$ cat src/rtl/divider_seq_if.sv
// divider_seq_if: request/response bundle for the sequential divider.
// master drives requests and observes results; slave is the divider itself.
interface divider_seq_if #(
  parameter int unsigned WIDTH = 4
) ();
  logic                 in_valid;
  logic [2*WIDTH-1:0]   dividend;
  logic [WIDTH-1:0]     divisor;
  logic                 in_ready;
  logic [2*WIDTH-1:0]   quotient;
  logic [WIDTH-1:0]     remainder;
  logic                 div_by_zero;
  logic                 out_valid;

  modport master (
    output in_valid, dividend, divisor,
    input  in_ready, quotient, remainder, div_by_zero, out_valid
  );

  modport slave (
    input  in_valid, dividend, divisor,
    output in_ready, quotient, remainder, div_by_zero, out_valid
  );
endinterface

$ cat src/rtl/divider_seq.sv
// divider_seq: restoring shift-subtract unsigned divider, 2*WIDTH-bit dividend
// by WIDTH-bit divisor, one quotient bit per cycle, MSB first.
// Divide-by-zero completes immediately with quotient all ones.
// Optional macro EARLY_EXIT_EN: finish immediately when dividend < divisor.
module divider_seq #(
  parameter int unsigned WIDTH = 4
) (
  input  logic         clk,
  input  logic         rst_n,
  divider_seq_if.slave bus
);
  localparam int unsigned     DW   = 2 * WIDTH;
  localparam int unsigned     CW   = $clog2(DW) + 1;
  localparam logic [CW-1:0]   LAST = CW'(DW - 1);

  typedef enum logic [1:0] {
    IDLE = 2'd0,
    CALC = 2'd1,
    DONE = 2'd2
  } state_t;

  state_t           r_state;
  state_t           w_next;
  logic [DW-1:0]    r_dvd;
  logic [DW-1:0]    r_quot;
  logic [WIDTH-1:0] r_dvs;
  logic [WIDTH-1:0] r_rem;
  logic [CW-1:0]    r_cnt;
  logic             r_dbz;

  logic             w_in_ready;
  logic             w_out_valid;
  logic             w_zero;
  logic             w_short;
  logic             w_ge;
  logic [WIDTH:0]   w_trial;
  logic [WIDTH-1:0] w_diff;

  assign w_zero = (bus.divisor == '0);

`ifdef EARLY_EXIT_EN
  // dividend == 0 is covered since a non-zero divisor is strictly greater
  assign w_short = !w_zero && (bus.dividend < {{WIDTH{1'b0}}, bus.divisor});
`else
  assign w_short = 1'b0;
`endif

  // The stored remainder is always < divisor, so only the shifted trial value
  // needs the extra bit; the subtract result always fits back in WIDTH bits.
  assign w_trial = {r_rem, r_dvd[DW-1]};
  assign w_ge    = (w_trial >= {1'b0, r_dvs});
  assign w_diff  = w_trial[WIDTH-1:0] - r_dvs;

  // State register
  always_ff @(posedge clk or negedge rst_n) begin
    if (!rst_n) r_state <= IDLE;
    else        r_state <= w_next;
  end

  // Next-state and handshake outputs
  always_comb begin
    w_next      = r_state;
    w_in_ready  = 1'b0;
    w_out_valid = 1'b0;
    unique case (r_state)
      IDLE: begin
        w_in_ready = 1'b1;
        if (bus.in_valid) w_next = (w_zero || w_short) ? DONE : CALC;
      end
      CALC: if (r_cnt == LAST) w_next = DONE;
      DONE: begin
        w_out_valid = 1'b1;
        w_next      = IDLE;
      end
      default: w_next = IDLE;
    endcase
  end

  // Operand capture and one restoring step per CALC cycle
  always_ff @(posedge clk or negedge rst_n) begin
    if (!rst_n) begin
      r_dvd  <= '0;
      r_dvs  <= '0;
      r_quot <= '0;
      r_rem  <= '0;
      r_cnt  <= '0;
      r_dbz  <= 1'b0;
    end else begin
      unique case (r_state)
        IDLE: if (bus.in_valid) begin
          r_dvd <= bus.dividend;
          r_dvs <= bus.divisor;
          r_cnt <= '0;
          r_dbz <= w_zero;
          if (w_zero) begin
            r_quot <= '1;
            r_rem  <= bus.dividend[WIDTH-1:0];
          end else if (w_short) begin
            r_quot <= '0;
            r_rem  <= bus.dividend[WIDTH-1:0];
          end else begin
            r_quot <= '0;
            r_rem  <= '0;
          end
        end
        CALC: begin
          r_rem  <= w_ge ? w_diff : w_trial[WIDTH-1:0];
          r_quot <= {r_quot[DW-2:0], w_ge};
          r_dvd  <= r_dvd << 1;
          r_cnt  <= r_cnt + 1'b1;
        end
        default: ;
      endcase
    end
  end

  assign bus.in_ready    = w_in_ready;
  assign bus.out_valid   = w_out_valid;
  assign bus.quotient    = r_quot;
  assign bus.remainder   = r_rem;
  assign bus.div_by_zero = r_dbz;

endmodule

$ cat src/flat_wrapper.sv
// flat-port wrapper written by rule: the top's interface ports become plain ports
module divider_seq_flat 
#(
  parameter int unsigned WIDTH = 4
)
  (clk, rst_n, bus_in_valid, bus_dividend, bus_divisor, bus_in_ready, bus_quotient, bus_remainder, bus_div_by_zero, bus_out_valid);
  divider_seq_if #(.WIDTH(WIDTH)) bus_i ();
  input  logic clk;
  input  logic rst_n;
  input wire logic [$bits(bus_i.in_valid)-1:0] bus_in_valid;
  input wire logic [$bits(bus_i.dividend)-1:0] bus_dividend;
  input wire logic [$bits(bus_i.divisor)-1:0] bus_divisor;
  output wire logic [$bits(bus_i.in_ready)-1:0] bus_in_ready;
  output wire logic [$bits(bus_i.quotient)-1:0] bus_quotient;
  output wire logic [$bits(bus_i.remainder)-1:0] bus_remainder;
  output wire logic [$bits(bus_i.div_by_zero)-1:0] bus_div_by_zero;
  output wire logic [$bits(bus_i.out_valid)-1:0] bus_out_valid;
  assign bus_i.in_valid = bus_in_valid;
  assign bus_i.dividend = bus_dividend;
  assign bus_i.divisor = bus_divisor;
  assign bus_in_ready = bus_i.in_ready;
  assign bus_quotient = bus_i.quotient;
  assign bus_remainder = bus_i.remainder;
  assign bus_div_by_zero = bus_i.div_by_zero;
  assign bus_out_valid = bus_i.out_valid;
  divider_seq #(.WIDTH(WIDTH)) u_core (.clk(clk), .rst_n(rst_n), .bus(bus_i));
endmodule
$ cat config.mk
export PLATFORM = sky130hd
export DESIGN_NAME = divider_seq_flat
export DESIGN_NICKNAME = d
export VERILOG_FILES = /design/src/rtl/divider_seq_if.sv /design/src/rtl/divider_seq.sv /design/src/flat_wrapper.sv
export SDC_FILE = /design/constraint.sdc
export NUM_CORES = 1
export LEC_CHECK = 0
export ABC_AREA = 1
export BUFFER_PORTS_ARGS = -buffer_cell sky130_fd_sc_hd__buf_2
export CORE_ASPECT_RATIO = 0.8
export CORE_MARGIN = 2
export CORE_UTILIZATION = 40
export CTS_CLUSTER_DIAMETER = 100
export DETAILED_ROUTE_END_ITERATION = 8
export PLACE_DENSITY = 0.63
export SYNTH_ARGS = -nofsm -noshare
export SYNTH_HDL_FRONTEND = slang
export SYNTH_SLANG_ARGS = --single-unit
$ cat constraint.sdc
create_clock -name clk -period 1.7 [get_ports clk]
set_input_delay 0 -clock clk [delete_from_list [all_inputs] [get_ports clk]]
set_output_delay 0 -clock clk [all_outputs]
set_load 0.02 [all_outputs]
==> results of run 1 <==
[cells by family after synthesis]
group	after synthesis
fa+ha+maj	6
xor+xnor	2
buf+inv	27
flops	31
compound gates	25
simple gates	85
[power breakdown]
group | internal, mW | switching (mW) | leakage, nW
clock network | 0.369 | 0.261 | 0.0515
registers | 1.09 | 0.238 | 0.383
logic | 0.803 | 1.24 | 0.583
total | 2.26 | 1.73 | 1.02
[final cells by class]
cell class              instances  share of cell area [%]
flip-flops and latches         31                   40.79
repair buffers                 40                   12.76
inverters                      23                   4.803
clock buffers                   8                   5.263
multi-input cells             118                   33.49
well taps                      44                   2.895
[worst paths after layout]
path	startpoint	end	slack, ns	depth (start not counted)
worst max-delay path	u_core.r_dvs[2]	u_core.bus.remainder[2]	0.17	9
worst min-delay path	bus_divisor[0]	u_core.r_dvs[0]	0.002	3
worst max register to register	u_core.r_dvs[2]	u_core.bus.remainder[2]	0.17	9
worst min register to register	u_core.r_dvd[0]	u_core.r_dvd[0]	0.47	2
max in group asynchronous	rst_n	u_core.bus.quotient[1]	0.93	2
min in group asynchronous	rst_n	u_core.bus.div_by_zero	0.31	2
[Yosys cell counts (all sizes together)]
master   n  share of area (%)
nand2   57                 15
dfrtp   31                 51
inv     22                5.4
nand3   21                6.9
o21ai    8                2.6
a21oi    7                2.3
ha       5                4.1
nor2     5                2.4
a22oi    4                2.3
buf      4                1.9
o22ai    4                1.6
a22o     2                1.1
xor2     2                1.1
clkinv   1               0.57
fa       1                1.3
nand4    1               0.41
or2      1               0.41
[sequential cells by signal, summed over array words and instances, names as in the netlist]
signal                  cells
u_core.bus.quotient         8
u_core.r_dvd                8
u_core.bus.remainder        4
u_core.r_cnt                4
u_core.r_dvs                4
u_core.r_state              2
u_core.bus.div_by_zero      1
[per-layer routing]
metal | part of all wire (%) | routed length [um] | GRT usage, % | up-vias
li1 | - | - | - | 656
met1 | 54 | 1752 | 24.78 | 622
met2 | 42 | 1350 | 22.91 | 29
met3 | 3.6 | 115 | 4.082 | 2
met4 | 0.43 | 14 | 6.349 | 0
met5 | 0 | 0 | 0 | -
[tightest hold or removal path, stage by stage]
cell and delay (ns):
buf_2 0.09, inv_1 0.06, o21ai_0 0.08
[repair_timing]
| item | 4_1_cts | 5_1_grt |
|---|---|---|
| hold endpoints to repair | 40 | 0 |
| setup endpoints to repair | 0 | 5 |
| hold buffers | 6 | 0 |
| resized for setup | 0 | 2 |
[stage by stage]
stage / std cells / hold WS (ns) / worst slack, ns
global route: 264 / 0.01036 / 0.03242
floorplan: 176 / -0.2956 / 0.1115
global placement: 250 / 0.08558 / 0.1555
CTS: 264 / 0.002353 / 0.08963
finish: 264 / 0.002146 / 0.1736
detailed placement: 250 / 0.08807 / 0.1036
==> impl_metrics.json, run 1 <==
{
  "die_h_um": 59.26,
  "synth_top_family_by_area": "simple AND/OR/NAND/NOR gates",
  "max-cap-violations": 0,
  "multi_input_area_um2": 636.9,
  "register_area_um2": 775.7,
  "post_cts_buffers": 0,
  "first_iter_violations": 81,
  "seq_area_frac_synth_pct": 50.82,
  "start_util_pct": 40.94,
  "synth_xor_area_share_pct": 1.148,
  "die_w_um": 73.07,
  "synth_cells": 176,
  "crit_buf_inv": 1,
  "fillers": 350,
  "synth-adder-area-share_pct": 5.410,
  "relSlewSlack_pct": 52.55,
  "path_cells": "inv_1 > ha_1 > a21oi_2 > nand2_1 > nand2_1 > nand2_2 > nand2_1 > nand3_1 > nand2_1",
  "globalplace.congestion": 0.7818,
  "port_buffers": 29,
  "gr-total-overflow": 0,
  "nets": 240,
  "slew_viol_final": 0,
  "via_per_inst": 4.958,
  "p_per_area_nw_per_um2": 2100,
  "layout_commonest_cell": "nand2_1",
  "vias": 1309,
  "core_um2": 3729,
  "crit_type": "flop to flop",
  "hold_violations": 0,
  "routedWlPerCell_um": 12.24,
  "hpwl_um": 2284,
  "slowest_stage": "dfrtp_1",
  "fin_area_um2": 1902,
  "finalPower_mw": 3.994,
  "clock_sinks": 31,
  "yosys_register_bits": 31,
  "fin_skew_ns": 0.005324,
  "required_ns": 1.92,
  "status": "finished, final reports clean",
  "critPathArrivalTime_ns": 1.74,
  "cts_max_path_buffers": 2,
  "area_growth_pct": 24.59,
  "grt_usage_pct": 16.53,
  "root_buffer": "clkbuf_8",
  "clk_latency_ns": 0.27,
  "path_common_cell": "nand2_1",
  "grt_pass1_vias": 1185,
  "ys_warn_count": 0,
  "vdd_drop_max_mv": 0.6499,
  "yosys.area_share.simple_pct": 24.75,
  "ys_types": 25,
  "path_delay_family": "simple AND/OR/NAND/NOR gates",
  "placed_area_um2": 1735,
  "rsz0062_at_grt": "no",
  "final_cell_mix": "nand2_1, dfrtp_1, buf_2",
  "syn_area_per_cell_um2": 8.673,
  "fin_crit_sh_pct": 89.79,
  "crit_path_max_fanout": 5,
  "num_rows": 20,
  "max_freq_mhz": 655.1,
  "netlist_area_um2": 1526,
  "ant_nets": 0,
  "worst_slew_pin_slew_ns": 0.7117,
  "crit_path_max_incr_delay_ns": 0.36,
  "post-route-util_pct": 51.01,
  "h-tree-depth": 2,
  "antenna_found_initial": 0,
  "syn_nets": 197,
  "drive_above_1_share_pct": 24.09,
  "startpoint_type": "flop",
  "synthMuxAreaShare_pct": 0,
  "fin_setup_tns_ns": 0,
  "first_pass_iters": 4,
  "power_leakage_nw": 1.018,
  "end_kind": "flop",
  "grt_max_degree": 32,
  "io_pins": 30,
  "finalSetupViolCount": 0,
  "cts_tree": "built",
  "die_area_um2": 4329,
  "synth_compound_area_share_pct": 10.00,
  "hp-class": "input port to flop",
  "path_clk_slew_ns": 0.07,
  "diodes": 0,
  "wl_um": 3232,
  "grt_pass1_wl_um": 5409,
  "drc": 0,
  "numCtsBuffers": 5,
  "finalCriticalPeriod_ns": 1.526
}
(Power assumes the default switching activity.)
==> run 2, diff against run 1 <==
Settings changed: ABC_CLOCK_PERIOD_IN_PS set to 1700, CELL_PAD_IN_SITES_DETAIL_PLACEMENT set to 1, CELL_PAD_IN_SITES_GLOBAL_PLACEMENT set to 1, PLACE_DENSITY 0.63 to 0.8.
==> impl_metrics.json, run 2 (same netlist as run 1, synthesis figures left out) <==
{
  "multi_input_area_um2": 649.4,
  "finalSetupViolCount": 0,
  "path_delay_family": "simple AND/OR/NAND/NOR gates",
  "core_um2": 3729,
  "top_usage_layer": "met2",
  "drc": 0,
  "cts_max_path_buffers": 2,
  "fin_crit_sh_pct": 92.05,
  "crit_path_max_fanout": 5,
  "register_area_um2": 775.7,
  "fillers": 467,
  "max_freq_mhz": 639.1,
  "grt_max_degree": 32,
  "met2_usage_pct": 32.30,
  "clockPowerShare_pct": 15.4,
  "cts_tree": "built",
  "hold_violations": 0,
  "pre_cts_ws_ns": 0.007735,
  "io_pins": 30,
  "nets": 240,
  "slowest_stage": "dfrtp_1",
  "p_sw_mw": 1.877,
  "globalplace.congestion": 0.8980,
  "numCtsBuffers": 5,
  "clock_sinks": 31,
  "p_per_area_nw_per_um2": 2177,
  "worstSetupPathDepth": 10,
  "final_cell_mix": "nand2_1, dfrtp_1, buf_2",
  "wl_um": 4007,
  "finalCriticalPeriod_ns": 1.565,
  "worst_slew_pin_slew_ns": 0.6938,
  "die_h_um": 59.26,
  "crit_path_max_incr_delay_ns": 0.45,
  "path_common_cell": "nand2_1",
  "post-route-util_pct": 51.41,
  "die_area_um2": 4329,
  "hpwl_um": 2865,
  "grt_pass1_vias": 1399,
  "clk_latency_ns": 0.29,
  "grt_pass1_wl_um": 6686,
  "layout_commonest_cell": "nand2_1",
  "holdPathStages": 3,
  "use_met1_pct": 27.73,
  "crit_type": "flop to flop",
  "path_cells": "ha_4 > nand2_1 > inv_1 > nand2_1 > nand2_1 > nand2_1 > nand2_2 > nand2_1 > nand3_1 > nand2_1",
  "status": "finished, final reports clean",
  "h-tree-depth": 2,
  "drive_above_1_share_pct": 24.09,
  "r2r_cells": 10,
  "slew_viol_final": 0,
  "via_per_inst": 5.129,
  "area_growth_pct": 25.57,
  "start_util_pct": 40.94,
  "internal-power_mw": 2.296,
  "fin_skew_ns": 0.006252,
  "finalPower_mw": 4.173,
  "die_w_um": 73.07,
  "startpoint_type": "flop",
  "antenna_found_initial": 0,
  "root_buffer": "clkbuf_8",
  "port_buffers": 29,
  "power_leakage_nw": 1.018,
  "grt_usage_pct": 20.99,
  "critPathArrivalTime_ns": 1.75,
  "diodes": 0,
  "vdd_drop_max_mv": 0.7228,
  "gr-total-overflow": 0,
  "setup_slack_ns": 0.1352,
  "path_clk_slew_ns": 0.07,
  "routedWlPerCell_um": 15.18,
  "end_kind": "flop",
  "use_met3_pct": 6.973,
  "sw_frac_of_total_pct": 44.99,
  "hp-class": "input port to flop",
  "first_iter_violations": 41,
  "first_pass_iters": 4,
  "relSlewSlack_pct": 53.75,
  "num_rows": 20,
  "p_comb_share_pct": 52.2,
  "fin_setup_tns_ns": 0,
  "vias": 1354,
  "seq_power_share_pct": 32.4,
  "ant_nets": 0,
  "max-cap-violations": 0,
  "crit_buf_inv": 1,
  "required_ns": 1.89
}
## run 2: changes by cell type in the layout (fill, tap and decap cells not counted), sizes merged
cell and delta:
dlygate4sd3 +1, buf -1
## run 2: worst paths after layout
path                                                end  slack, ns                    start
worst max register to register  u_core.bus.remainder[1]       0.14  u_core.bus.remainder[1]
min in group asynchronous       u_core.bus.remainder[1]       0.29                    rst_n
max in group asynchronous        u_core.bus.quotient[6]       0.97                    rst_n
worst min-delay path                    u_core.r_dvs[3]      0.005           bus_divisor[3]
worst min register to register          u_core.r_dvd[2]       0.49          u_core.r_dvd[2]
worst max-delay path            u_core.bus.remainder[1]       0.14  u_core.bus.remainder[1]
## run 2: what timing repair did
item                                    CTS  global route
gates cloned                              0             0
resized for setup                         1             2
setup buffers                             0             1
endpoints found under the hold margin    41             0
endpoints found under the setup margin    1             5
hold buffers                              7             0
## run 2: power by group through the flow
stage / Sequential, mW / Clock, mW / Combinational [mW]
after floorplan: 1.47 / 0 / 1.35
after global placement: 1.32 / 0 / 1.96
after detailed placement: 1.35 / 0 / 2.09
after CTS: 1.34 / 0.661 / 2.13
after global routing: 1.39 / 0.700 / 2.48
final: 1.35 / 0.643 / 2.18
## run 2: area by class of cell
cell class / count / area share, %
inverters: 23 / 4.765
flip-flops and latches: 31 / 40.47
repair buffers: 40 / 12.79
clock buffers: 8 / 5.222
multi-input cells: 118 / 33.88
well taps: 44 / 2.872
## run 2: worst register-to-register path, cell delays in order (launching register included)
cell and delay (ns):
dfrtp_1 0.45, ha_4 0.32, nand2_1 0.05, inv_1 0.05
nand2_1 0.05, nand2_1 0.06, nand2_1 0.12, nand2_2 0.15
nand2_1 0.08, nand3_1 0.07, nand2_1 0.05
## run 2: stage by stage
stage	area, um2	hold slack, ns	instances
global placement	1720	0.07605	248
detailed placement	1720	0.08533	248
global route	1917	0.02250	264
CTS	1894	0.005660	263
floorplan	1526	-0.2956	176
finish	1917	0.004838	264
## run 2: metal layers
layer | vias to the layer above | part of all wire, % | wire length, um
li1 | 652 | - | -
met3 | 5 | 4.9 | 197
met2 | 32 | 46 | 1848
met4 | 0 | 1.5 | 59
met1 | 665 | 47 | 1902
met5 | - | 0 | 0
==> run 3, diff against run 2 <==
Settings changed: ABC_CLOCK_PERIOD_IN_PS 1700 to 1800.
Clock period 1.7 ns to 1.8 ns, I/O delays scaled along.
==> impl_metrics.json, run 3 (same netlist as run 1, synthesis figures left out) <==
{
  "crit_type": "flop to flop",
  "clock_sinks": 31,
  "hold_violations": 0,
  "r2r_slack_ns": 0.17,
  "routedWlPerCell_um": 15.21,
  "drc": 0,
  "finalNonFillerCells": 263,
  "layout_commonest_cell": "nand2_1",
  "crit_path_max_incr_delay_ns": 0.42,
  "power_leakage_nw": 1.012,
  "required_ns": 2.04,
  "antenna_found_initial": 0,
  "post-route-util_pct": 50.87,
  "final_cell_mix": "nand2_1, dfrtp_1, buf_2",
  "root_buffer": "clkbuf_8",
  "status": "finished, final reports clean",
  "hp-class": "input port to flop",
  "cts_tree": "built",
  "fin_crit_sh_pct": 90.83,
  "grt_pass1_vias": 1394,
  "grt_usage_pct": 20.91,
  "startpoint_type": "flop",
  "io_pins": 30,
  "hold_start": "bus_divisor[3]",
  "drive_above_1_share_pct": 23.29,
  "clk_latency_ns": 0.29,
  "max_freq_mhz": 611.7,
  "dp_cells": 248,
  "area_growth_pct": 24.26,
  "grt_pass1_wl_um": 6665,
  "crit_path_max_fanout": 5,
  "worst_slew_pin_slew_ns": 0.6936,
  "fillers": 467,
  "fin_area_um2": 1897,
  "globalplace.congestion": 0.8982,
  "port_buffers": 29,
  "r2r-end": "u_core.bus.remainder[1]",
  "diodes": 0,
  "slowest_stage": "dfrtp_1",
  "critPathArrivalTime_ns": 1.87,
  "gr-total-overflow": 0,
  "pre_cts_ws_ns": 0.1077,
  "setup_slack_ns": 0.1651,
  "grt_max_degree": 32,
  "crit_buf_inv": 0,
  "placed_area_um2": 1720,
  "rsz0062_at_grt": "no",
  "max-cap-violations": 0,
  "wl_um": 4000,
  "first_iter_violations": 46,
  "first_pass_iters": 4,
  "hpwl_um": 2865,
  "via_per_inst": 5.156,
  "path_cells": "ha_1 > a21oi_2 > nand2_1 > nand2_1 > nand2_2 > nand2_1 > nand3_1 > nand2_1",
  "die_area_um2": 4329,
  "fin_skew_ns": 0.006889,
  "core_um2": 3729,
  "nets": 239,
  "post_cts_buffers": 0,
  "numCtsBuffers": 5,
  "die_w_um": 73.07,
  "r2r_cells": 8,
  "p_per_area_nw_per_um2": 2046,
  "hold_end": "u_core.r_dvs[3]",
  "h-tree-depth": 2,
  "path_delay_family": "simple AND/OR/NAND/NOR gates",
  "path_clk_slew_ns": 0.07,
  "end_kind": "flop",
  "cts_max_path_buffers": 2,
  "finalCriticalPeriod_ns": 1.635,
  "relSlewSlack_pct": 53.76,
  "finalSetupViolCount": 0,
  "ant_nets": 0,
  "vias": 1356,
  "die_h_um": 59.26,
  "num_rows": 20,
  "fin_setup_tns_ns": 0,
  "vdd_drop_max_mv": 0.6860,
  "holdPathStages": 3,
  "start_util_pct": 40.94,
  "slew_viol_final": 0,
  "multi_input_area_um2": 636.9,
  "register_area_um2": 775.7,
  "path_common_cell": "nand2_1",
  "reg2reg_from": "u_core.bus.remainder[1]"
}
-- run 3: cell count changes in the layout (fill, tap and decap cells not counted) --
cell and delta:
ha_1 +1, ha_4 -1, buf_4 -1
-- run 3: worst max path at each step --
| stage | from | slack [ns] | end | cells after the start |
|---|---|---|---|---|
| final | u_core.bus.remainder[1] | 0.17 | u_core.bus.remainder[1] | 8 |
| after global routing | u_core.bus.remainder[1] | 0.03 | u_core.bus.remainder[0] | 8 |
| after CTS | u_core.bus.remainder[1] | 0.1 | u_core.bus.remainder[1] | 8 |
| after detailed placement | u_core.bus.remainder[1] | 0.11 | u_core.bus.remainder[1] | 8 |
| after global placement | u_core.bus.remainder[1] | 0.22 | u_core.bus.remainder[2] | 8 |
| after floorplan | u_core.bus.remainder[1] | 0.21 | u_core.bus.remainder[0] | 8 |
-- run 3: per-layer routing --
| metal | routed length [um] | GRT usage [%] | vias up |
|---|---|---|---|
| met1 | 1917 | 27.73 | 674 |
| met4 | 59 | 7.672 | 0 |
| met2 | 1839 | 32.05 | 27 |
| li1 | - | - | 650 |
| met5 | 0 | 0 | - |
| met3 | 183 | 6.973 | 5 |
-- run 3: per-stage QoR --
stage / hold slack [ns] / total power, mW
after floorplan: -0.2956 / 2.655
after global placement: 0.07605 / 3.103
after detailed placement: 0.08533 / 3.246
after CTS: 0.005660 / 3.888
after global routing: 0.02250 / 4.248
final: 0.005320 / 3.882
-- run 3: repair_timing --
action	in CTS	in global routing
gates resized for setup	0	2
endpoints found under the setup margin	0	5
endpoints found under the hold margin	41	0
hold buffers	7	0
-- run 3: report_power, final --
group	switching [mW]	internal, mW
registers	0.246	1.03
logic	1.25	0.750
clock network	0.258	0.348
-- run 3: area by class of cell --
| type | count | share of cell area [%] |
|---|---|---|
| multi-input cells | 118 | 33.58 |
| inverters | 23 | 4.815 |
| clock buffers | 8 | 5.277 |
| flip-flops and latches | 31 | 40.90 |
| well taps | 44 | 2.902 |
| repair buffers | 39 | 12.53 |
-- run 3: worst min-delay path, cell delays in order --
cell,delay [ns]
buf_2,0.10
inv_1,0.06
o21ai_0,0.08
